## src/rtl/johnson_sequence_controller_if.sv

```systemverilog
// Command and status bundle for the Johnson sequence controller.
// Handshake: commands and Step_Tick_In are single-cycle level strobes sampled on
// every rising clock edge; there is no ready/valid back-pressure. A command is
// acted on in the cycle it is sampled high, subject to Stop > Pause > Start priority.
interface johnson_sequence_controller_if #(
    parameter int WIDTH      = 16,
    parameter int LOOP_WIDTH = 8,
    parameter int IDX_WIDTH  = 5
);
    logic                  Start_Command_In;
    logic                  Pause_Command_In;
    logic                  Stop_Command_In;
    logic                  Step_Tick_In;
    logic [LOOP_WIDTH-1:0] Loop_Count_In;
    logic                  Busy_Out;
    logic                  Paused_Out;
    logic                  Done_Pulse_Out;
    logic [WIDTH-1:0]      Phase_Out;
    logic [IDX_WIDTH-1:0]  Phase_Index_Out;
    logic [LOOP_WIDTH-1:0] Loops_Remaining_Out;
    logic [1:0]            State_Dbg_Out;

    // Command source (bench or upstream sequencer)
    modport master (
        output Start_Command_In, Pause_Command_In, Stop_Command_In,
        output Step_Tick_In, Loop_Count_In,
        input  Busy_Out, Paused_Out, Done_Pulse_Out, Phase_Out,
        input  Phase_Index_Out, Loops_Remaining_Out, State_Dbg_Out
    );

    // The controller itself
    modport slave (
        input  Start_Command_In, Pause_Command_In, Stop_Command_In,
        input  Step_Tick_In, Loop_Count_In,
        output Busy_Out, Paused_Out, Done_Pulse_Out, Phase_Out,
        output Phase_Index_Out, Loops_Remaining_Out, State_Dbg_Out
    );
endinterface

```

## src/rtl/johnson_sequence_controller.sv

```systemverilog
// Johnson sequence controller: steps a WIDTH-bit Johnson register through a
// programmed number of 2*WIDTH-step loops (0 = endless), with start/resume,
// pause and stop commands and a one-cycle done pulse after the last loop.
module johnson_sequence_controller #(
    parameter int WIDTH      = 16,
    parameter int LOOP_WIDTH = 8,
    parameter int IDX_WIDTH  = 5
) (
    input  logic Clk_In,
    input  logic Reset_In,
    johnson_sequence_controller_if.slave bus
);
    typedef enum logic [1:0] {
        ST_IDLE   = 2'd0,
        ST_RUN    = 2'd1,
        ST_PAUSED = 2'd2,
        ST_DONE   = 2'd3
    } state_t;

    localparam logic [IDX_WIDTH-1:0] LAST_IDX = IDX_WIDTH'(2 * WIDTH - 1);

    state_t                state_q, state_d;
    logic [WIDTH-1:0]      phase_q, phase_d;
    logic [IDX_WIDTH-1:0]  idx_q, idx_d;
    logic [LOOP_WIDTH-1:0] loops_q, loops_d;
    logic                  infinite_q, infinite_d;

    logic start_cmd, pause_cmd, stop_cmd, tick;
    assign start_cmd = bus.Start_Command_In;
    assign pause_cmd = bus.Pause_Command_In;
    assign stop_cmd  = bus.Stop_Command_In;
    assign tick      = bus.Step_Tick_In;

    // Next-state and datapath: one Johnson step per tick in RUN, loop accounting at wrap
    always_comb begin
        state_d    = state_q;
        phase_d    = phase_q;
        idx_d      = idx_q;
        loops_d    = loops_q;
        infinite_d = infinite_q;
        case (state_q)
            ST_IDLE: begin
                // Pause outranks Start, so a coincident Pause keeps us idle
                if (start_cmd && !stop_cmd && !pause_cmd) begin
                    state_d    = ST_RUN;
                    loops_d    = bus.Loop_Count_In;
                    infinite_d = (bus.Loop_Count_In == '0);
                end
            end
            ST_RUN: begin
                if (stop_cmd) begin
                    state_d    = ST_IDLE;
                    phase_d    = '0;
                    idx_d      = '0;
                    loops_d    = '0;
                    infinite_d = 1'b0;
                end else if (pause_cmd) begin
                    state_d = ST_PAUSED;
                end else if (tick) begin
                    phase_d = {phase_q[WIDTH-2:0], ~phase_q[WIDTH-1]};
                    if (idx_q == LAST_IDX) begin
                        idx_d = '0;
                        if (!infinite_q) begin
                            loops_d = loops_q - LOOP_WIDTH'(1);
                            if (loops_q == LOOP_WIDTH'(1)) begin
                                state_d = ST_DONE;
                            end
                        end
                    end else begin
                        idx_d = idx_q + IDX_WIDTH'(1);
                    end
                end
            end
            ST_PAUSED: begin
                if (stop_cmd) begin
                    state_d    = ST_IDLE;
                    phase_d    = '0;
                    idx_d      = '0;
                    loops_d    = '0;
                    infinite_d = 1'b0;
                end else if (start_cmd && !pause_cmd) begin
                    state_d = ST_RUN;
                end
            end
            ST_DONE: begin
                state_d    = ST_IDLE;
                infinite_d = 1'b0;
            end
            default: begin
                state_d    = ST_IDLE;
                phase_d    = '0;
                idx_d      = '0;
                loops_d    = '0;
                infinite_d = 1'b0;
            end
        endcase
    end

    // State and datapath registers with synchronous reset
    always_ff @(posedge Clk_In) begin
        if (Reset_In) begin
            state_q    <= ST_IDLE;
            phase_q    <= '0;
            idx_q      <= '0;
            loops_q    <= '0;
            infinite_q <= 1'b0;
        end else begin
            state_q    <= state_d;
            phase_q    <= phase_d;
            idx_q      <= idx_d;
            loops_q    <= loops_d;
            infinite_q <= infinite_d;
        end
    end

    // Status flags are pure decodes of the registered state
    assign bus.Busy_Out            = (state_q == ST_RUN) || (state_q == ST_PAUSED);
    assign bus.Paused_Out          = (state_q == ST_PAUSED);
    assign bus.Done_Pulse_Out      = (state_q == ST_DONE);
    assign bus.Phase_Out           = phase_q;
    assign bus.Phase_Index_Out     = idx_q;
    assign bus.Loops_Remaining_Out = loops_q;
    assign bus.State_Dbg_Out       = state_q;
endmodule

```

## src/flat_wrapper.sv

```systemverilog
// flat-port wrapper written by rule: the top's interface ports become plain ports
module johnson_sequence_controller_flat 
#(
    parameter int WIDTH      = 16,
    parameter int LOOP_WIDTH = 8,
    parameter int IDX_WIDTH  = 5
)
  (Clk_In, Reset_In, bus_Start_Command_In, bus_Pause_Command_In, bus_Stop_Command_In, bus_Step_Tick_In, bus_Loop_Count_In, bus_Busy_Out, bus_Paused_Out, bus_Done_Pulse_Out, bus_Phase_Out, bus_Phase_Index_Out, bus_Loops_Remaining_Out, bus_State_Dbg_Out);
  johnson_sequence_controller_if #(.WIDTH(WIDTH), .LOOP_WIDTH(LOOP_WIDTH), .IDX_WIDTH(IDX_WIDTH)) bus_i ();
  input  logic Clk_In;
  input  logic Reset_In;
  input wire logic [$bits(bus_i.Start_Command_In)-1:0] bus_Start_Command_In;
  input wire logic [$bits(bus_i.Pause_Command_In)-1:0] bus_Pause_Command_In;
  input wire logic [$bits(bus_i.Stop_Command_In)-1:0] bus_Stop_Command_In;
  input wire logic [$bits(bus_i.Step_Tick_In)-1:0] bus_Step_Tick_In;
  input wire logic [$bits(bus_i.Loop_Count_In)-1:0] bus_Loop_Count_In;
  output wire logic [$bits(bus_i.Busy_Out)-1:0] bus_Busy_Out;
  output wire logic [$bits(bus_i.Paused_Out)-1:0] bus_Paused_Out;
  output wire logic [$bits(bus_i.Done_Pulse_Out)-1:0] bus_Done_Pulse_Out;
  output wire logic [$bits(bus_i.Phase_Out)-1:0] bus_Phase_Out;
  output wire logic [$bits(bus_i.Phase_Index_Out)-1:0] bus_Phase_Index_Out;
  output wire logic [$bits(bus_i.Loops_Remaining_Out)-1:0] bus_Loops_Remaining_Out;
  output wire logic [$bits(bus_i.State_Dbg_Out)-1:0] bus_State_Dbg_Out;
  assign bus_i.Start_Command_In = bus_Start_Command_In;
  assign bus_i.Pause_Command_In = bus_Pause_Command_In;
  assign bus_i.Stop_Command_In = bus_Stop_Command_In;
  assign bus_i.Step_Tick_In = bus_Step_Tick_In;
  assign bus_i.Loop_Count_In = bus_Loop_Count_In;
  assign bus_Busy_Out = bus_i.Busy_Out;
  assign bus_Paused_Out = bus_i.Paused_Out;
  assign bus_Done_Pulse_Out = bus_i.Done_Pulse_Out;
  assign bus_Phase_Out = bus_i.Phase_Out;
  assign bus_Phase_Index_Out = bus_i.Phase_Index_Out;
  assign bus_Loops_Remaining_Out = bus_i.Loops_Remaining_Out;
  assign bus_State_Dbg_Out = bus_i.State_Dbg_Out;
  johnson_sequence_controller #(.WIDTH(WIDTH), .LOOP_WIDTH(LOOP_WIDTH), .IDX_WIDTH(IDX_WIDTH)) u_core (.Clk_In(Clk_In), .Reset_In(Reset_In), .bus(bus_i));
endmodule
```

## config.mk

```make
export PLATFORM = sky130hd
export DESIGN_NAME = johnson_sequence_controller_flat
export DESIGN_NICKNAME = d
export VERILOG_FILES = /design/src/rtl/johnson_sequence_controller_if.sv /design/src/rtl/johnson_sequence_controller.sv /design/src/flat_wrapper.sv
export SDC_FILE = /design/constraint.sdc
export NUM_CORES = 1
export LEC_CHECK = 0
export ABC_AREA = 1
export CAP_MARGIN = 20
export CORE_UTILIZATION = 44
export CTS_CLUSTER_SIZE = 24
export DETAILED_ROUTE_END_ITERATION = 10
export HOLD_SLACK_MARGIN = 0.15
export PLACE_DENSITY = 0.83
export SYNTH_ARGS = -nofsm -noshare
export SYNTH_HDL_FRONTEND = slang
export SYNTH_SLANG_ARGS = --single-unit
export TNS_END_PERCENT = 30
```

## constraint.sdc

```tcl
create_clock -name Clk_In -period 1.56 [get_ports Clk_In]
set_input_delay 0.312 -clock Clk_In [delete_from_list [all_inputs] [get_ports Clk_In]]
set_output_delay 0.312 -clock Clk_In [all_outputs]
set_load 0.05 [all_outputs]
```

==> results.yml, run 1 <==
timing:
  fin_skew_ns: 0.00336
  setup_viol: 6
  min_period_over_period_pct: 103
  rsz0062_at_grt: "true"
  relSlewSlack_pct: 75.1
  maxSlewViolCount: 0
  finalHoldViolations: 0
  post-route-min-period_ns: 1.60
  fmax_mhz: 623
  worst_pin_slew_ns: 0.372
  setup_ws_ns: -0.0439
synthesis:
  yosysSeqAreaShare_pct: 35.2
  synthCells: 259
  synth_nets: 282
  synth_area_per_cell_um2: 7.02
  ys_warn_count: 0
  synth_seq_cells: 32
  synthDistinctLibCells: 28
  synthesis.area_um2: 1820
detailed_routing:
  dr.max_layer_used: "met4"
  drt-initial-drc-count: 237
  wl_met3_um: 375
  vias: 2180
  wire_per_inst_um: 16.1
  first_pass_iters: 5
  avgViaCountPerCell: 5.66
  drc_errors: 0
  wl_met1_um: 2380
  wl_met2_um: 3220
  drt.antenna.violating_nets: 0
  drt_wl_total_um: 6190
worst_setup_path:
  crit_path_cell_trace: "ha_4 > nand2_2 > nor2_2 > ha_2 > nand2_2 > buf_4 > nor2_2 > nand2_1 > nand2_1 > nand2_2 > a21oi_2"
  critPathKind: "register to register"
  cp_top_family: "simple AND/OR/NAND/NOR gates"
  r2r_setup_slack_ns: -0.04
  startpoint_type: "register"
  r2r_start: "u_core.bus.Phase_Index_Out[1]$_SDFFE_PP0P_"
  worstPathMaxFanout: 2
  critPathSlowestCell: "dfxtp_4"
  crit_top_cell: "nand2_2"
  critical_path_required_ns: 1.78
  crit_path_max_incr_delay_ns: 0.36
  crit_arrival_ns: 1.82
  end_kind: "register"
  cp.buffers_inverters: 1
  reg2reg_to: "u_core.bus.State_Dbg_Out[1]$_SDFFE_PP0P_"
  startpoint: "u_core.bus.Phase_Index_Out[1]$_SDFFE_PP0P_"
  reg2reg_depth: 11
min_path:
  min_to: "u_core.bus.Phase_Index_Out[3]$_SDFFE_PP0P_"
  hp-start: "u_core.bus.Phase_Index_Out[3]$_SDFFE_PP0P_"
  hold_path_depth: 2
  hold_class: "register to register"
cts:
  cts-root-buf: "clkbuf_8"
  cts_tree: "built"
  clock_latency_ns: 0.28
  holdBufCountCts: 0
  cts_buffer_depth: 2
  clkTransAtPathRegs_ns: 0.07
  cts_made_buffers: 5
  clock_sinks: 32
  h-tree-depth: 2
placement:
  placed_cell_area_um2: 2880
  placed_cells: 367
  detailed_place_hpwl_um: 3820
  io_buffer_count: 47
  gp_congestion: 0.929
die:
  die_w_um: 66.3
  fp.dieH_um: 66.3
  die_area_um2: 4390
  initial_core_util_pct: 45.8
  io_pins: 48
  rows: 23
  coreArea_um2: 3970
grt:
  grt_max_degree: 19
  antenna_found_initial: 0
  first_global_vias: 2046
  grt-ovfl-total: 0
  gr-usage-all-layers_pct: 28.4
  grt_pass1_wl_um: 9480
final_layout:
  final_cell_area_um2: 3200
  post-route-util_pct: 80.5
  nets: 357
  stdcell_count: 385
  antenna_cells: 0
  syn_to_final_growth_pct: 75.9
  fillCellCount: 215
  drive_above_1_share_pct: 37.9
  multiInputGateArea_um2: 1160
  seq_area_um2: 658
pwr:
  powerDensity_nw_per_um2: 2030
  power_uw: 6500
  peakVddDrop_mv: 1.51
  p_leak_uw: 0.00131
status:
  outcome: "finished, violations left"
  violations: "setup timing"
job:
  max-cap-violations: 0
registers in the layout (all words and copies together) (netlist names):
register,flops
u_core.bus.State_Dbg_Out,2
u_core.bus.Phase_Index_Out,5
u_core.bus.Loops_Remaining_Out,8
u_core.infinite_q,1
u_core.bus.Phase_Out,16
layer usage:
metal	vias to the layer above	GRT usage, %
met5	-	0
li1	1006	-
met3	25	5.34
met1	1034	34.6
met4	0	13.6
met2	115	47.7
worst max-delay path by stage:
stage	to	slack, ns	depth (start not counted)
floorplan	u_core.bus.Loops_Remaining_Out[3]$_SDFFE_PP0P_	-0.01	11
global placement	u_core.bus.Loops_Remaining_Out[4]$_SDFFE_PP0P_	-0.20	9
detailed placement	u_core.bus.Loops_Remaining_Out[0]$_SDFFE_PP0P_	-0.31	9
CTS	u_core.bus.Loops_Remaining_Out[5]$_SDFFE_PP0P_	-0.03	11
global route	u_core.bus.State_Dbg_Out[1]$_SDFFE_PP0P_	-0.14	11
finish	u_core.bus.State_Dbg_Out[1]$_SDFFE_PP0P_	-0.04	11
stage by stage:
| step | hold WS [ns] | setup slack, ns | setup TNS [ns] |
|---|---|---|---|
| after CTS | 0.502 | -0.0273 | -0.0857 |
| after detailed placement | 0.491 | -0.310 | -5.54 |
| after floorplan | 0.480 | -0.0109 | -0.0213 |
| after global routing | 0.526 | -0.140 | -1.24 |
| after global placement | 0.475 | -0.204 | -3.93 |
| final | 0.504 | -0.0439 | -0.0993 |
power by group:
part | switching, uW | total, uW | internal, uW
Combinational | 2580 | 4530 | 1950
Clock | 312 | 721 | 409
Sequential | 255 | 1250 | 997
Total | 3140 | 6500 | 3360
worst reg2reg max path: cells and delay by family (launching register included):
kind / cells / cell delay (ns)
AO/OA/AOI/OAI: 1 / 0.15
flip-flops: 1 / 0.36
AND/OR/NAND/NOR: 7 / 0.53
adder cells (fa/ha/maj): 2 / 0.35
buffers and inverters: 1 / 0.14
cell usage after synthesis:
cell	n	area share (%)
nor2_4	2	1.2
dfxtp_1	32	35
o21ai_0	14	3.9
nor2_2	3	1.0
nor2b_1	1	0.34
nor3_1	3	0.83
o22ai_1	1	0.34
o21bai_1	2	0.83
a21oi_1	22	6.1
o21ai_1	1	0.28
ha_1	9	6.2
nand4_1	20	6.9
a21oi_2	2	0.96
nor2_1	34	7.0
nand2_2	3	1.0
o21a_1	1	0.41
buf_4	1	0.41
nand3_1	5	1.4
nor2_8	1	1.1
o31ai_1	1	0.41
nand2_1	62	13
buf_6	4	2.5
inv_1	23	4.7
nand3b_4	1	1.1
xor2_1	2	0.96
clkbuf_1	3	0.62
inv_2	3	0.62
buf_2	3	0.83
final cells by class:
class / instances / share of cell area, %
Clock buffer: 7 / 3.05
Clock inverter: 1 / 0.156
Inverter: 26 / 3.52
Multi-Input combinational cell: 191 / 36.2
Sequential cell: 32 / 20.6
Tap cell: 50 / 1.96
Timing Repair Buffer: 78 / 34.5
placed cells by master (no fill, tap or decap), types with 2 or more instances in the layout:
| cell type | synthesis | layout |
|---|---|---|
| nand4_1 | 20 | 20 |
| nor3_1 | 3 | 2 |
| dfxtp_1 | 32 | 26 |
| ha_4 | 0 | 3 |
| nand2_4 | 0 | 3 |
| inv_1 | 23 | 20 |
| o21bai_1 | 2 | 2 |
| inv_4 | 0 | 4 |
| o21ai_1 | 1 | 3 |
| nor2_2 | 3 | 9 |
| nor2_1 | 34 | 25 |
| xor2_1 | 2 | 2 |
| a21oi_2 | 2 | 6 |
| o21ai_0 | 14 | 11 |
| clkdlybuf4s50_1 | 0 | 12 |
| a21oi_1 | 22 | 18 |
| nand2_2 | 3 | 8 |
| buf_6 | 4 | 2 |
| nor2_4 | 2 | 6 |
| nand2_1 | 62 | 54 |
| buf_12 | 0 | 38 |
| dfxtp_4 | 0 | 4 |
| nand3_1 | 5 | 4 |
| buf_4 | 1 | 25 |
| ha_2 | 0 | 3 |
| dfxtp_2 | 0 | 2 |
| clkbuf_8 | 0 | 5 |
| ha_1 | 9 | 3 |
cell families after synthesis:
family / count (synthesis) / synth area share [%]
DFF: 32 / 35.2
buffers and inverters: 37 / 9.70
AOI/OAI and AO/OA: 44 / 13.1
and+or+nand+nor: 135 / 34.8
xor gates and xnor gates: 2 / 0.964
adders and majority gates: 9 / 6.19
repair_timing:
action | 4_1_cts | 5_1_grt
gates cloned | 1 | 0
setup endpoints to repair | 10 | 32
pin swaps | 16 | 20
resized for setup | 11 | 28
setup buffers | 4 | 5
Note: power is estimated with default switching activity, not from simulation.
==> run 2: changes to the inputs <==
--- a/config.mk
+++ b/config.mk
@@ -12,6 +12,7 @@
 export DETAILED_ROUTE_END_ITERATION = 10
 export HOLD_SLACK_MARGIN = 0.15
 export PLACE_DENSITY = 0.83
+export SKIP_CTS_REPAIR_TIMING = 1
 export SYNTH_ARGS = -nofsm -noshare
 export SYNTH_HDL_FRONTEND = slang
 export SYNTH_SLANG_ARGS = --single-unit
==> run 2 against run 1 <==
  * The flow still finishes with violations (setup timing)
  * Clock power down 0.8%
  * Die area unchanged
  * Sequential cell count unchanged
  * Register-to-register slack worse by 0.02 ns
  * Worst hold slack worse by 0.0074 ns
  * Maximum frequency down 1.4%
  * First-iteration DRC count down 29%
  * Routed wire length down 11%
==> results.yml, run 2 (synthesis results as in run 1) <==
grt:
  grt_max_degree: 19
  grt_pass1_wl_um: 8760
  grt-ovfl-total: 0
  antenna_found_initial: 0
  first_global_vias: 1905
  met3_usage_pct: 3.62
  gr-usage-all-layers_pct: 25.9
  grtUsageMet1_pct: 33.3
  use_met2_pct: 44.0
  busiest_layer: "met2"
timing:
  finalHoldViolations: 0
  min_period_over_period_pct: 104
  rsz0062_at_grt: "true"
  post-route-min-period_ns: 1.63
  fmax_mhz: 615
  hold_ws_ns: 0.497
  relSlewSlack_pct: 78.1
  worst_pin_slew_ns: 0.325
  maxSlewViolCount: 0
  setup_viol: 9
  setup_ws_ns: -0.0672
  fin_tns_setup_ns: -0.348
  fin_skew_ns: 0.00468
pwr:
  powerDensity_nw_per_um2: 2000
  peakVddDrop_mv: 1.46
  p_leak_uw: 0.00126
die:
  die_area_um2: 4390
  die_w_um: 66.3
  initial_core_util_pct: 45.8
  io_pins: 48
  rows: 23
  coreArea_um2: 3970
  fp.dieH_um: 66.3
cts:
  cts-root-buf: "clkbuf_8"
  clock_sinks: 32
  h-tree-depth: 2
  clkTransAtPathRegs_ns: 0.07
  cts_made_buffers: 5
  clock_latency_ns: 0.28
  cts_buffer_depth: 2
  cts_tree: "built"
final_layout:
  nets: 352
  layout.cells.most_common: "nand2_1"
  drive_above_1_share_pct: 35.8
  fillCellCount: 230
  syn_to_final_growth_pct: 71.2
  layout_common_cells: "nand2_1 (55), buf_12 (36), dfxtp_1 (26), nor2_1 (25), buf_4 (23)"
  antenna_cells: 0
  largest_reg_flops: 16
worst_setup_path:
  critPathKind: "register to register"
  worstPathMaxFanout: 5
  crit_arrival_ns: 1.81
  startpoint_type: "register"
  end_kind: "register"
  critical_path_required_ns: 1.74
status:
  violations: "setup timing"
  outcome: "finished, violations left"
placement:
  gp_congestion: 0.929
  io_buffer_count: 47
  detailed_place_hpwl_um: 3820
detailed_routing:
  drt_wl_total_um: 5510
  vias: 2089
  avgViaCountPerCell: 5.50
  drt-initial-drc-count: 169
  first_pass_iters: 5
  drc_errors: 0
  drt.antenna.violating_nets: 0
  wire_per_inst_um: 14.5
job:
  max-cap-violations: 0
min_path:
  hold_class: "register to register"
[run 2: final timing paths]
kind                                                                  endpoint  slack (ns)                                        from  cells after the start
worst max register to register  u_core.bus.Loops_Remaining_Out[5]$_SDFFE_PP0P_       -0.07  u_core.bus.Phase_Index_Out[0]$_SDFFE_PP0P_                     11
worst max-delay path            u_core.bus.Loops_Remaining_Out[5]$_SDFFE_PP0P_       -0.07  u_core.bus.Phase_Index_Out[0]$_SDFFE_PP0P_                     11
worst min register to register      u_core.bus.Phase_Index_Out[3]$_SDFFE_PP0P_        0.50  u_core.bus.Phase_Index_Out[3]$_SDFFE_PP0P_                      2
worst min-delay path                u_core.bus.Phase_Index_Out[3]$_SDFFE_PP0P_        0.50  u_core.bus.Phase_Index_Out[3]$_SDFFE_PP0P_                      2
[run 2: through the flow]
| step | cell area (um2) | std cells | total power [uW] | worst slack (ns) | util, % |
|---|---|---|---|---|---|
| 4_1_cts | 2980 | 375 | 5810 | -0.121 | 75.0 |
| 3_5_place_dp | 2880 | 367 | 5080 | -0.310 | 72.4 |
| 3_3_place_gp | 2880 | 367 | 4970 | -0.204 | 72.4 |
| 5_1_grt | 3110 | 380 | 6550 | -0.180 | 78.4 |
| 2_1_floorplan | 1900 | 259 | 3590 | -0.0109 | - |
| 6_report | 3110 | 380 | 6220 | -0.0672 | 78.4 |
[run 2: layer usage]
metal  part of all wire (%)  routed length [um]
met4                    1.5                  83
met2                     52                2840
met5                      0                   0
met1                     41                2230
met3                    6.3                 347
[run 2: layout make-up]
cell class | count | area, um2 | area share, %
multi-input cells | 191 | 1140 | 36.7
repair buffers | 73 | 1030 | 33.3
flip-flops and latches | 32 | 658 | 21.2
inverters | 26 | 113 | 3.62
clock buffers | 7 | 97.6 | 3.14
well taps | 50 | 62.6 | 2.01
clock inverters | 1 | 5.00 | 0.161
[run 2: report_power, final]
part / total, uW / internal [uW] / switching, uW
registers: 1250 / 997 / 255
clock network: 715 / 409 / 306
logic: 4260 / 1790 / 2470
[run 2: worst max-delay path: stages (launching register included)]
cell and delay [ns]:
dfxtp_4 0.36, ha_4 0.13, nand2_2 0.04, nor2_2 0.11, ha_2 0.21, nand2_2 0.06, nand2_2 0.08, nand2_4 0.10
nor2_8 0.21, nand2_2 0.08, nor2_2 0.09, nor2_1 0.05
==> run 3: changes to the inputs <==
--- a/config.mk
+++ b/config.mk
@@ -10,6 +10,7 @@
 export CORE_UTILIZATION = 44
 export CTS_CLUSTER_SIZE = 24
 export DETAILED_ROUTE_END_ITERATION = 10
+export GPL_TIMING_DRIVEN = 0
 export HOLD_SLACK_MARGIN = 0.15
 export PLACE_DENSITY = 0.83
 export SKIP_CTS_REPAIR_TIMING = 1
==> run 3 against run 2 <==
  * The run still ends with setup timing left
  * Sequential share of layout area is 4.0 points higher
  * Non-clock buffer count is 16 lower
  * Count of clock-buffer cells in the layout is 1 lower
  * Global-route usage is 4.8 points lower
  * Cell count is 4.5% lower
  * Routed wire length is 17% lower
  * Power is 19% lower
  * Design area is 16% lower
  * Die area stayed put
  * Maximum frequency is 2.5% lower
  * Highest routed layer unchanged
==> results.yml, run 3 (synthesis results as in run 1) <==
pwr:
  peakVddDrop_mv: 1.34
  p_leak_uw: 0.00153
  powerDensity_nw_per_um2: 1940
grt:
  first_global_vias: 1606
  grt-ovfl-total: 0
  gr-usage-all-layers_pct: 21.1
  grtUsageMet1_pct: 27.4
  use_met2_pct: 33.9
  grt_max_degree: 12
  busiest_layer: "met2"
  met3_usage_pct: 5.69
  antenna_found_initial: 0
  grt_pass1_wl_um: 7080
timing:
  fin_tns_setup_ns: -0.324
  finalHoldViolations: 0
  fin_skew_ns: 0.00700
  maxSlewViolCount: 0
  relSlewSlack_pct: 65.6
  setup_viol: 8
  rsz0062_at_grt: "true"
  min_period_over_period_pct: 107
  fmax_mhz: 599
  setup_ws_ns: -0.109
  post-route-min-period_ns: 1.67
  worst_pin_slew_ns: 0.516
die:
  die_w_um: 66.3
  initial_core_util_pct: 45.8
  coreArea_um2: 3970
  die_area_um2: 4390
  fp.dieH_um: 66.3
  io_pins: 48
  rows: 23
detailed_routing:
  avgViaCountPerCell: 5.09
  drc_errors: 0
  drt-initial-drc-count: 150
  drt.antenna.violating_nets: 0
  wire_per_inst_um: 12.6
  drt_wl_total_um: 4570
  first_pass_iters: 4
  vias: 1846
final_layout:
  nets: 335
  fillCellCount: 357
  layout_common_cells: "nand2_1 (61), nor2_1 (34), dlymetal6s2s_1 (31), dfxtp_1 (26)"
  layout.cells.most_common: "nand2_1"
  syn_to_final_growth_pct: 43.8
  antenna_cells: 0
  drive_above_1_share_pct: 16.0
  largest_reg_flops: 16
worst_setup_path:
  crit_arrival_ns: 1.36
  crit_path_cell_trace: "inv_4 > ha_4 > clkbuf_2"
  critPathSlowestCell: "dfxtp_4"
  reg2reg_to: "u_core.bus.Loops_Remaining_Out[4]$_SDFFE_PP0P_"
  critical_path_required_ns: 1.25
  crit_path_max_incr_delay_ns: 0.39
  reg2reg_depth: 11
  r2r_start: "u_core.bus.Phase_Index_Out[0]$_SDFFE_PP0P_"
  critPathKind: "register to output port"
  startpoint_type: "register"
  end_kind: "output port"
  r2r_setup_slack_ns: -0.05
  worstPathMaxFanout: 5
status:
  violations: "setup timing"
  outcome: "finished, violations left"
cts:
  cts_buffer_depth: 2
  h-tree-depth: 2
  clkTransAtPathRegs_ns: 0.07
  clock_latency_ns: 0.29
  cts_made_buffers: 5
  cts-root-buf: "clkbuf_8"
  cts_tree: "built"
  clock_sinks: 32
placement:
  place_ws_ns: -0.301
  gp_congestion: 0.907
  detailed_place_hpwl_um: 3260
  io_buffer_count: 46
min_path:
  hp-start: "bus_Stop_Command_In"
  min_to: "u_core.bus.Phase_Out[0]$_SDFFE_PP0P_"
  hold_class: "primary input to register"
  hold_path_depth: 4
job:
  max-cap-violations: 0
## run 3: cell types whose count changed in the layout (fill, tap and decap cells not counted), moves of 3 or more
cell,delta
buf_4,-22
nand2_2,-4
buf_12,-36
nor2_4,-5
nor2_1,+9
buf_6,+5
nand2_1,+6
clkbuf_2,+3
nor2_2,-5
dlymetal6s2s_1,+31
## run 3: how the worst max path moves through the flow
stage / startpoint / to / slack, ns
2_1_floorplan: u_core.bus.Phase_Index_Out[1]$_SDFFE_PP0P_ / u_core.bus.Loops_Remaining_Out[3]$_SDFFE_PP0P_ / -0.01
3_3_place_gp: u_core.bus.State_Dbg_Out[1]$_SDFFE_PP0P_ / bus_Busy_Out / -0.30
3_5_place_dp: u_core.bus.State_Dbg_Out[1]$_SDFFE_PP0P_ / bus_Busy_Out / -0.30
4_1_cts: u_core.bus.State_Dbg_Out[1]$_SDFFE_PP0P_ / bus_Busy_Out / -0.63
5_1_grt: u_core.bus.Phase_Index_Out[0]$_SDFFE_PP0P_ / u_core.bus.Loops_Remaining_Out[5]$_SDFFE_PP0P_ / -0.17
6_report: u_core.bus.State_Dbg_Out[0]$_SDFFE_PP0P_ / bus_Busy_Out / -0.11
## run 3: per-stage QoR
step,power (uW),instance area (um2),utilization [%],cells,hold WS (ns)
finish,5070,2610,65.8,363,0.379
CTS,5100,2530,63.6,363,0.369
global route,5420,2610,65.8,363,0.396
global placement,4290,2420,60.9,355,0.458
floorplan,3590,1900,-,259,0.480
detailed placement,4350,2420,60.9,355,0.468
## run 3: power by group
part | leakage [uW] | internal (uW) | switching (uW)
combinational | 0.00122 | 1070 | 2050
clock | 0.0000523 | 408 | 329
sequential | 0.000264 | 997 | 217
## run 3: area by class of cell
| cell class | count | area, um2 | area share (%) |
|---|---|---|---|
| Multi-Input combinational cell | 190 | 1060 | 40.7 |
| Sequential cell | 32 | 658 | 25.2 |
| Timing Repair Buffer | 46 | 523 | 20.0 |
| Inverter | 26 | 108 | 4.12 |
| Clock buffer | 6 | 93.8 | 3.59 |
| Buffer | 11 | 91.3 | 3.49 |
| Tap cell | 50 | 62.6 | 2.39 |
| Clock inverter | 2 | 12.5 | 0.479 |
## run 3: critical path: cells and delay by family, from the launching register on
| family | cells | cell delay (ns) |
|---|---|---|
| flip-flops | 1 | 0.39 |
| buffers and inverters | 2 | 0.35 |
| adder cells (fa/ha/maj) | 1 | 0.33 |
## run 3: per-layer routing
layer	part of all wire, %	vias to the layer above
li1	-	958
met5	0	-
met3	5.5	5
met2	49	48
met1	45	835
met4	1.2	0
